## config.mk

```make
export PLATFORM = sky130hd
export DESIGN_NAME = mdu_ctrl_flat
export DESIGN_NICKNAME = d
export VERILOG_FILES = /design/src/rtl/mdu_ctrl_if.sv /design/src/rtl/mdu_ctrl.sv /design/src/flat_wrapper.sv
export SDC_FILE = /design/constraint.sdc
export NUM_CORES = 1
export LEC_CHECK = 0
export CORE_UTILIZATION = 45
export CTS_BUF_LIST = sky130_fd_sc_hd__clkbuf_8
export DETAILED_ROUTE_END_ITERATION = 10
export PLACE_DENSITY = 0.95
export SYNTH_ARGS = -nofsm -noshare
export SYNTH_HDL_FRONTEND = slang
export SYNTH_SLANG_ARGS = --single-unit
```

## constraint.sdc

```tcl
create_clock -name clk -period 7 [get_ports clk]
set_input_delay 0.7 -clock clk [delete_from_list [all_inputs] [get_ports clk]]
set_output_delay 0.7 -clock clk [all_outputs]
set_load 0.1 [all_outputs]
```

## src/rtl/mdu_ctrl_if.sv

```systemverilog
// rtl/mdu_ctrl_if.sv - request/result handshake between mdu_ctrl and the mul/div unit
interface mdu_ctrl_if;
    logic        u_valid;
    logic        u_ready;
    logic [1:0]  u_op;
    logic        u_sign;
    logic [31:0] u_src0;
    logic [31:0] u_src1;
    logic        u_res_valid;
    logic        u_res_ready;
    logic [31:0] u_res0;
    logic [31:0] u_res1;

    modport master (
        output u_valid, u_op, u_sign, u_src0, u_src1, u_res_ready,
        input  u_ready, u_res_valid, u_res0, u_res1
    );

    modport slave (
        input  u_valid, u_op, u_sign, u_src0, u_src1, u_res_ready,
        output u_ready, u_res_valid, u_res0, u_res1
    );
endinterface

```

## src/rtl/mdu_ctrl.sv

```systemverilog
// rtl/mdu_ctrl.sv - E-stage HI/LO controller sequencing a multi-cycle mul/div unit
module mdu_ctrl #(
    parameter int DIV0_KEEP = 1
) (
    input  logic              clk,
    input  logic              reset,
    input  logic              req,
    input  logic [3:0]        op,
    input  logic [31:0]       rs_data,
    input  logic [31:0]       rt_data,
    output logic              stall,
    output logic [31:0]       rd_data,
    output logic [31:0]       hi_q,
    output logic [31:0]       lo_q,
    mdu_ctrl_if.master        unit
);

    localparam logic [3:0] OP_MULT  = 4'd1;
    localparam logic [3:0] OP_MULTU = 4'd2;
    localparam logic [3:0] OP_DIV   = 4'd3;
    localparam logic [3:0] OP_DIVU  = 4'd4;
    localparam logic [3:0] OP_MFHI  = 4'd5;
    localparam logic [3:0] OP_MFLO  = 4'd6;
    localparam logic [3:0] OP_MTHI  = 4'd7;
    localparam logic [3:0] OP_MTLO  = 4'd8;

    typedef enum logic [1:0] {IDLE, ISSUE, WAIT} state_t;

    state_t      state_q, state_d;
    logic        issue;
    logic        is_muldiv;
    logic        div0_skip;
    logic [1:0]  uop_q;
    logic        sign_q;
    logic [31:0] src0_q, src1_q;

    assign unit.u_op   = uop_q;
    assign unit.u_sign = sign_q;
    assign unit.u_src0 = src0_q;
    assign unit.u_src1 = src1_q;

    always_ff @(posedge clk or posedge reset) begin
        if (reset) begin
            state_q <= IDLE;
        end else begin
            state_q <= state_d;
        end
    end

    // Issue is decided from state_q only, so u_ready never reaches stall.
    always_comb begin
        state_d          = state_q;
        issue            = 1'b0;
        is_muldiv        = (op >= OP_MULT) && (op <= OP_DIVU);
        div0_skip        = (DIV0_KEEP != 0) && ((op == OP_DIV) || (op == OP_DIVU))
                           && (rt_data == 32'd0);
        stall            = (op >= OP_MULT) && (op <= OP_MTLO) && (state_q != IDLE);
        unit.u_valid     = (state_q == ISSUE);
        unit.u_res_ready = (state_q == WAIT);
        case (op)
            OP_MFHI: rd_data = hi_q;
            OP_MFLO: rd_data = lo_q;
            default: rd_data = 32'd0;
        endcase
        case (state_q)
            IDLE: begin
                if (!req && is_muldiv && !div0_skip) begin
                    state_d = ISSUE;
                    issue   = 1'b1;
                end
            end
            ISSUE: if (unit.u_ready) state_d = WAIT;
            WAIT:  if (unit.u_res_valid) state_d = IDLE;
            default: state_d = IDLE;
        endcase
    end

    always_ff @(posedge clk or posedge reset) begin
        if (reset) begin
            hi_q   <= 32'd0;
            lo_q   <= 32'd0;
            uop_q  <= 2'b00;
            sign_q <= 1'b0;
            src0_q <= 32'd0;
            src1_q <= 32'd0;
        end else if (issue) begin
            src0_q <= rs_data;
            src1_q <= rt_data;
            uop_q  <= (op <= OP_MULTU) ? 2'b01 : 2'b10;
            sign_q <= (op == OP_MULT) || (op == OP_DIV);
        end else if (state_q == WAIT && unit.u_res_valid) begin
            hi_q  <= unit.u_res1;
            lo_q  <= unit.u_res0;
            uop_q <= 2'b00;
        end else if (state_q == IDLE && !req) begin
            if (op == OP_MTHI) hi_q <= rs_data;
            if (op == OP_MTLO) lo_q <= rs_data;
        end
    end

endmodule

```

## src/flat_wrapper.sv

```systemverilog
// flat-port wrapper written by rule: the top's interface ports become plain ports
module mdu_ctrl_flat 
#(
    parameter int DIV0_KEEP = 1
)
  (clk, reset, req, op, rs_data, rt_data, stall, rd_data, hi_q, lo_q, unit_u_valid, unit_u_op, unit_u_sign, unit_u_src0, unit_u_src1, unit_u_res_ready, unit_u_ready, unit_u_res_valid, unit_u_res0, unit_u_res1);
  mdu_ctrl_if unit_i ();
  input  logic clk;
  input  logic reset;
  input  logic req;
  input  logic [3:0] op;
  input  logic [31:0] rs_data;
  input  logic [31:0] rt_data;
  output logic stall;
  output logic [31:0] rd_data;
  output logic [31:0] hi_q;
  output logic [31:0] lo_q;
  output wire logic [$bits(unit_i.u_valid)-1:0] unit_u_valid;
  output wire logic [$bits(unit_i.u_op)-1:0] unit_u_op;
  output wire logic [$bits(unit_i.u_sign)-1:0] unit_u_sign;
  output wire logic [$bits(unit_i.u_src0)-1:0] unit_u_src0;
  output wire logic [$bits(unit_i.u_src1)-1:0] unit_u_src1;
  output wire logic [$bits(unit_i.u_res_ready)-1:0] unit_u_res_ready;
  input wire logic [$bits(unit_i.u_ready)-1:0] unit_u_ready;
  input wire logic [$bits(unit_i.u_res_valid)-1:0] unit_u_res_valid;
  input wire logic [$bits(unit_i.u_res0)-1:0] unit_u_res0;
  input wire logic [$bits(unit_i.u_res1)-1:0] unit_u_res1;
  assign unit_u_valid = unit_i.u_valid;
  assign unit_u_op = unit_i.u_op;
  assign unit_u_sign = unit_i.u_sign;
  assign unit_u_src0 = unit_i.u_src0;
  assign unit_u_src1 = unit_i.u_src1;
  assign unit_u_res_ready = unit_i.u_res_ready;
  assign unit_i.u_ready = unit_u_ready;
  assign unit_i.u_res_valid = unit_u_res_valid;
  assign unit_i.u_res0 = unit_u_res0;
  assign unit_i.u_res1 = unit_u_res1;
  mdu_ctrl #(.DIV0_KEEP(DIV0_KEEP)) u_core (.clk(clk), .reset(reset), .req(req), .op(op), .rs_data(rs_data), .rt_data(rt_data), .stall(stall), .rd_data(rd_data), .hi_q(hi_q), .lo_q(lo_q), .unit(unit_i));
endmodule
```

==> results of run 1 <==
## cells by family (layout without fill, tap and decap cells)
group	count (synthesis)	after routing	synth area share, %
buffers and inverters	46	345	3.592
AO/OA/AOI/OAI	174	174	16.85
XOR/XNOR	1	1	0.1471
flip-flops	133	133	55.87
multiplexers	63	63	12.77
AND/OR/NAND/NOR	132	132	10.78
## Yosys cell counts
cell	count
nor4_1	7
nand4_1	2
or3_4	1
mux2i_1	1
a21o_1	1
nor2b_1	36
mux2_4	14
o21ai_0	7
nand2b_1	1
a21oi_1	130
and4_1	1
buf_1	3
o22ai_1	1
a22o_1	33
dfrtp_1	133
clkbuf_1	24
and4_4	1
xnor2_1	1
mux2_2	48
nand2_1	7
o21a_1	1
nor3_1	3
nor2_1	70
inv_1	6
and3b_1	1
buf_6	4
buf_2	9
nand3_1	2
a211oi_1	1
## final cells by class
type | count | area, um2 | area share [%]
sequential | 133 | 3328 | 34.94
timing repair buffer | 308 | 3068 | 32.20
multi-input combinational | 370 | 2457 | 25.79
clock buffer | 18 | 247.7 | 2.600
tap | 172 | 215.2 | 2.259
clock inverter | 13 | 182.7 | 1.918
inverter | 6 | 27.53 | 0.2889
## metrics by stage
| stage | worst slack [ns] | utilization (%) | cell area (um2) |
|---|---|---|---|
| floorplan | 2.746 | - | 5957 |
| global placement | 2.237 | 71.21 | 9096 |
| detailed placement | 2.149 | 71.21 | 9096 |
| CTS | 2.133 | 74.58 | 9527 |
| global route | 1.975 | 74.58 | 9527 |
| finish | 2.066 | 74.58 | 9527 |
## layer usage
metal	wire [um]	vias up	part of all wire [%]	GRT usage, %
li1	-	2515	-	-
met1	7181	2718	36	32.86
met2	10050	287	51	49.82
met3	1714	56	8.7	8.960
met4	760	0	3.9	15.70
met5	0	-	0	0
## state kept, by name, indices dropped and copies added (netlist names)
name                cells
u_core.hi_q            32
u_core.lo_q            32
u_core.unit.u_src0     32
u_core.unit.u_src1     32
u_core.state_q          2
u_core.unit.u_op        2
u_core.unit.u_sign      1
## placed cells by master (no fill, tap or decap), drive strengths merged, types with 2 or more instances in the layout
cell type | Yosys | final
a21oi | 130 | 130
clkdlybuf4s50 | 0 | 302
nor2 | 70 | 70
o21ai | 7 | 7
mux2 | 62 | 62
clkbuf | 24 | 18
nand2 | 7 | 7
clkinvlp | 0 | 4
and4 | 2 | 2
bufinv | 0 | 4
nor4 | 7 | 7
nand4 | 2 | 2
buf | 16 | 6
clkinv | 0 | 5
nand3 | 2 | 2
inv | 6 | 6
nor3 | 3 | 3
nor2b | 36 | 36
dfrtp | 133 | 133
a22o | 33 | 33
## path summary, 6_finish.rpt
path / cells past startpoint / end / slack, ns
max: 6 / rd_data[27] / 2.07
max in group asynchronous: 3 / u_core.lo_q[23] / 5.00
min: 1 / u_core.unit.u_src0[9] / 0.51
min reg2reg: 1 / u_core.unit.u_src0[9] / 0.51
min in group asynchronous: 2 / u_core.unit.u_src0[3] / 0.70
max reg2reg: 6 / u_core.lo_q[13] / 4.35
==> qor.csv, run 1 <==
stage,metric,value,unit
clock_network,cts bufs inserted,17,
logic_synthesis,"Distinct cells, synth",29,
global_routing,grt total ovfl,0,
global_routing,first-pass GRT wire length,29.21,mm
worst_setup_path,Top delay family on crit path,buffers and inverters,
drt,ANT nets after route,0,
worst_setup_path,Worst path slowest cell,clkdlybuf4s50_1,
worst_setup_path,Worst Path Required,6.30,ns
clock_network,postcts setup bufs,0,
clock_network,Sinks on Clock Net,133,
sta,RSZ-0062 raised after global routing,false,
logic_synthesis,mapped cell area,5957,um2
worst_setup_path,slowest cell delay on critical path,1.14,ns
logic_synthesis,#FFs+latches synth,133,
worst_setup_path,Critical path buffers and inverters,3,
final_layout,layout cell share with drive strength beyond 1,12.62,%
global_routing,All-Layer GR Usage,29.19,%
worst_setup_path,worst r2r src,u_core.state_q[1],
drt,Starting DRT DRC Count,348,
floorplan,DIE HEIGHT,117.1,um
logic_synthesis,syn_nets,686,
global_routing,largest net degree at the start of global routing,69,
sta,Clock Skew,0.008971,ns
sta,final hold violation count,0,
sta,Worst-Margin Slew,1.347,ns
drt,Vias,5576,
logic_synthesis,share of the synthesized area in the top cell type,55.87,%
worst_setup_path,Worst Setup Path Type,in -> out,
logic_synthesis,Yosys top cell by area,dfrtp_1,
outcome,status,"finished, final reports clean",
floorplan,Die Wd,117.1,um
clock_network,clock transition at the registers of the reported paths,0.07,ns
drt,DR vias/cell,5.467,
sta,setup TNS,0,ns
floorplan,DIE AREA,13700,um2
place,IO buf count,302,
clock_network,H-tree depth,4,
logic_synthesis,register area share after synthesis,55.87,%
global_routing,initial antenna violation count,0,
sta,final worst-path cycle share,70.48,%
logic_synthesis,post-synthesis cell count,549,
place,GPL Wtd Cong,0.8260,
clock_network,clk buf depth,2,
final_layout,Layout area overhead,59.92,%
final_layout,"non-filler cells, final",1020,
sta,slew margin rel.,9.683,%
sta,final setup fails,0,
logic_synthesis,YS warnings,0,
floorplan,Ports,303,
worst_setup_path,startpoint types,primary input,
worst_setup_path,CP dominant cell by count,clkdlybuf4s50_1,
global_routing,number of global-route vias before repair,5529,
logic_synthesis,Syn Area/Cell,10.85,um2
final_layout,FILL cells,830,
clock_network,Root Buffer,clkbuf_8,
final_layout,net count of the finished layout,973,
clock_network,CTS tree,built,
clock_network,hold_buf cts,0,
sta,hold_ws,0.5079,ns
clock_network,post-cts resize count,0,
sta,Fmax,202.7,MHz
floorplan,core footprint,12770,um2
sta,minimum clock period,4.934,ns
clock_network,worst skew pair latency,0.45,ns
worst_setup_path,crit path from,op[2],
drt,average wire per standard cell,19.32,um
floorplan,Initial Util,46.64,%
worst_hold_path,Worst Hold Class,reg -> reg,
drt,final wirelength,19.71,mm
worst_hold_path,min-delay src,u_core.unit.u_src0[9],
drt,TritonRoute pass-1 iters,4,
worst_setup_path,Crit Path Max Fanout,18,
place,DP HPWL,13.85,mm
floorplan,row cnt,41,
final_layout,Ant. Diodes,0,
logic_synthesis,Synth area leaders,"dfrtp_1 56%, a21oi_1 11%, mux2_2 9.1%, a22o_1 4.9%, nor2_1 4.4%",
sta,final slew viol count,0,
worst_setup_path,CP endpoint kind,primary output,
worst_setup_path,Crit path arrival time,4.23,ns
place,DP Cell Count,989,
flow_run,max-cap viol count,0,
worst_setup_path,"critical path, cell by cell","clkdlybuf4s50_1, nand2_1, nor3_2, buf_4, a22o_1, clkdlybuf4s50_1",
drt,DRC,0,
Power of run 1 is not shown: default switching activity piles up to over one toggle a cycle in this logic, so the estimate is an artifact.
==> inputs of run 2 (changes only) <==
- CORE_UTILIZATION: 45 -> 37
- PLACE_DENSITY: 0.95 -> 0.88
- clock period: 7 -> 4.4 ns (I/O delays scaled with it)
==> run 2 against run 1 <==
Critical path depth down 4. Worst setup slack lost 0.61 ns. Clock-buffer cell count up 2. Hold slack worse by 0.012 ns. Critical endpoint is now unit_u_valid. Non-clock buffer count rose by 4. Sequential share of layout area is 0.30 points lower. Cell area up 0.88%. Via count fell by 3.0%. Flip-flop and latch count stayed put. Clock skew barely moved. Die area increased by 21%.
==> qor.csv, run 2 (synthesis gave the netlist of run 1 again) <==
stage,metric,value,unit
outcome,status,"finished, final reports clean",
global_routing,grt total ovfl,0,
worst_setup_path,Top delay family on crit path,buffers and inverters,
worst_setup_path,startpoint types,flip-flop,
worst_setup_path,worst r2r path cells,4,
clock_network,hold_buf cts,0,
drt,Vias,5407,
global_routing,largest net degree at the start of global routing,76,
global_routing,number of global-route vias before repair,5476,
worst_setup_path,Worst Setup Path Type,reg -> out,
final_layout,Ant. Diodes,0,
worst_setup_path,Worst Path Required,3.96,ns
floorplan,DIE AREA,16610,um2
sta,slew margin rel.,23.27,%
drt,ANT nets after route,0,
worst_hold_path,Worst Hold Class,in -> async,
place,placed cell area,9136,um2
place,IO buf count,302,
final_layout,Post-Route Utilization,60.72,%
clock_network,clock transition at the registers of the reported paths,0.08,ns
clock_network,postcts setup bufs,0,
floorplan,Initial Util,37.64,%
drt,DRC,0,
worst_setup_path,CP endpoint kind,primary output,
worst_setup_path,slowest cell delay on critical path,1.18,ns
floorplan,Die Wd,128.9,um
drt,final wirelength,19.07,mm
clock_network,H-tree depth,4,
final_layout,layout cell share with drive strength beyond 1,17.00,%
sta,final slew viol count,0,
sta,RSZ-0062 raised after global routing,false,
clock_network,worst skew pair latency,0.42,ns
place,DP HPWL,13.97,mm
final_layout,"commonest non-fill, non-tap cells in the layout","269 x clkdlybuf4s50_1, 133 x dfrtp_1, 128 x a21oi_1",
drt,average wire per standard cell,17.84,um
drt,TritonRoute pass-1 iters,7,
drt,DR vias/cell,5.058,
global_routing,initial antenna violation count,0,
worst_setup_path,Levels on crit path,2,
worst_setup_path,Worst path slowest cell,clkdlybuf4s50_1,
worst_setup_path,Critical path buffers and inverters,1,
sta,minimum clock period,2.941,ns
clock_network,Sinks on Clock Net,133,
final_layout,Layout area overhead,61.33,%
global_routing,All-Layer GR Usage,23.12,%
worst_setup_path,"setup slack, reg-to-reg",2.00,ns
sta,Worst-Margin Slew,1.147,ns
worst_setup_path,Crit Path Max Fanout,9,
sta,Clock Skew,0.008545,ns
place,GPL Wtd Cong,0.7789,
drt,Starting DRT DRC Count,232,
floorplan,DIE HEIGHT,128.9,um
final_layout,"Design Area, Final",9610,um2
sta,final hold violation count,0,
floorplan,row cnt,46,
sta,final setup fails,0,
clock_network,cts bufs inserted,17,
clock_network,CTS tree,built,
sta,Fmax,340.0,MHz
worst_setup_path,"critical path, cell by cell","nor2b_1, clkdlybuf4s50_1",
sta,worst setup margin,1.459,ns
clock_network,Root Buffer,clkbuf_8,
worst_setup_path,Crit path arrival time,2.50,ns
final_layout,net count of the finished layout,977,
flow_run,max-cap viol count,0,
sta,setup TNS,0,ns
clock_network,clk buf depth,2,
global_routing,first-pass GRT wire length,28.81,mm
clock_network,post-cts resize count,0,
final_layout,"leading cell type in the layout, fill and taps excluded",clkdlybuf4s50_1,
floorplan,core footprint,15830,um2
sta,final worst-path cycle share,66.84,%
place,"worst slack, placed",1.408,ns
floorplan,Ports,303,
## run 2: changes by cell type in the layout (fill, tap and decap cells not counted), sizes merged
cell           change
clkinvlp           -3
clkdlybuf4s50     -33
bufinv             +1
clkbuf             +2
buf               +37
inv                +1
## run 2: worst paths after layout
kind	startpoint	end
hold reg to reg	u_core.unit.u_src0[13]	u_core.unit.u_src0[13]
min in group clk	u_core.unit.u_src0[13]	u_core.unit.u_src0[13]
max in group asynchronous	reset	u_core.unit.u_src0[13]
hold / removal	reset	u_core.unit.u_src1[27]
setup reg to reg	u_core.state_q[0]	u_core.unit.u_src0[18]
setup / recovery	u_core.state_q[0]	unit_u_valid
## run 2: metrics by stage
stage,hold WS (ns),instances
after floorplan,0.5568,549
after global placement,0.4895,1037
after detailed placement,0.4919,1037
after CTS,0.4981,1069
after global routing,0.5208,1069
final,0.4959,1069
## run 2: layer usage
layer	up-vias	wire length, um	GRT usage, %
met5	-	0	0
met4	0	469	9.273
met3	35	1810	8.940
met2	240	9209	38.66
met1	2608	7581	26.61
li1	2524	-	-
## run 2: cell type report
type	instances	area [um2]
fill	1279	6217
clock buffer	20	275.3
clock inverter	12	198.9
inverter	6	27.53
timing repair buffer	312	3053
multi-input combinational	370	2457
tap	216	270.3
sequential	133	3328
Power of run 2 is left out for the same reason.
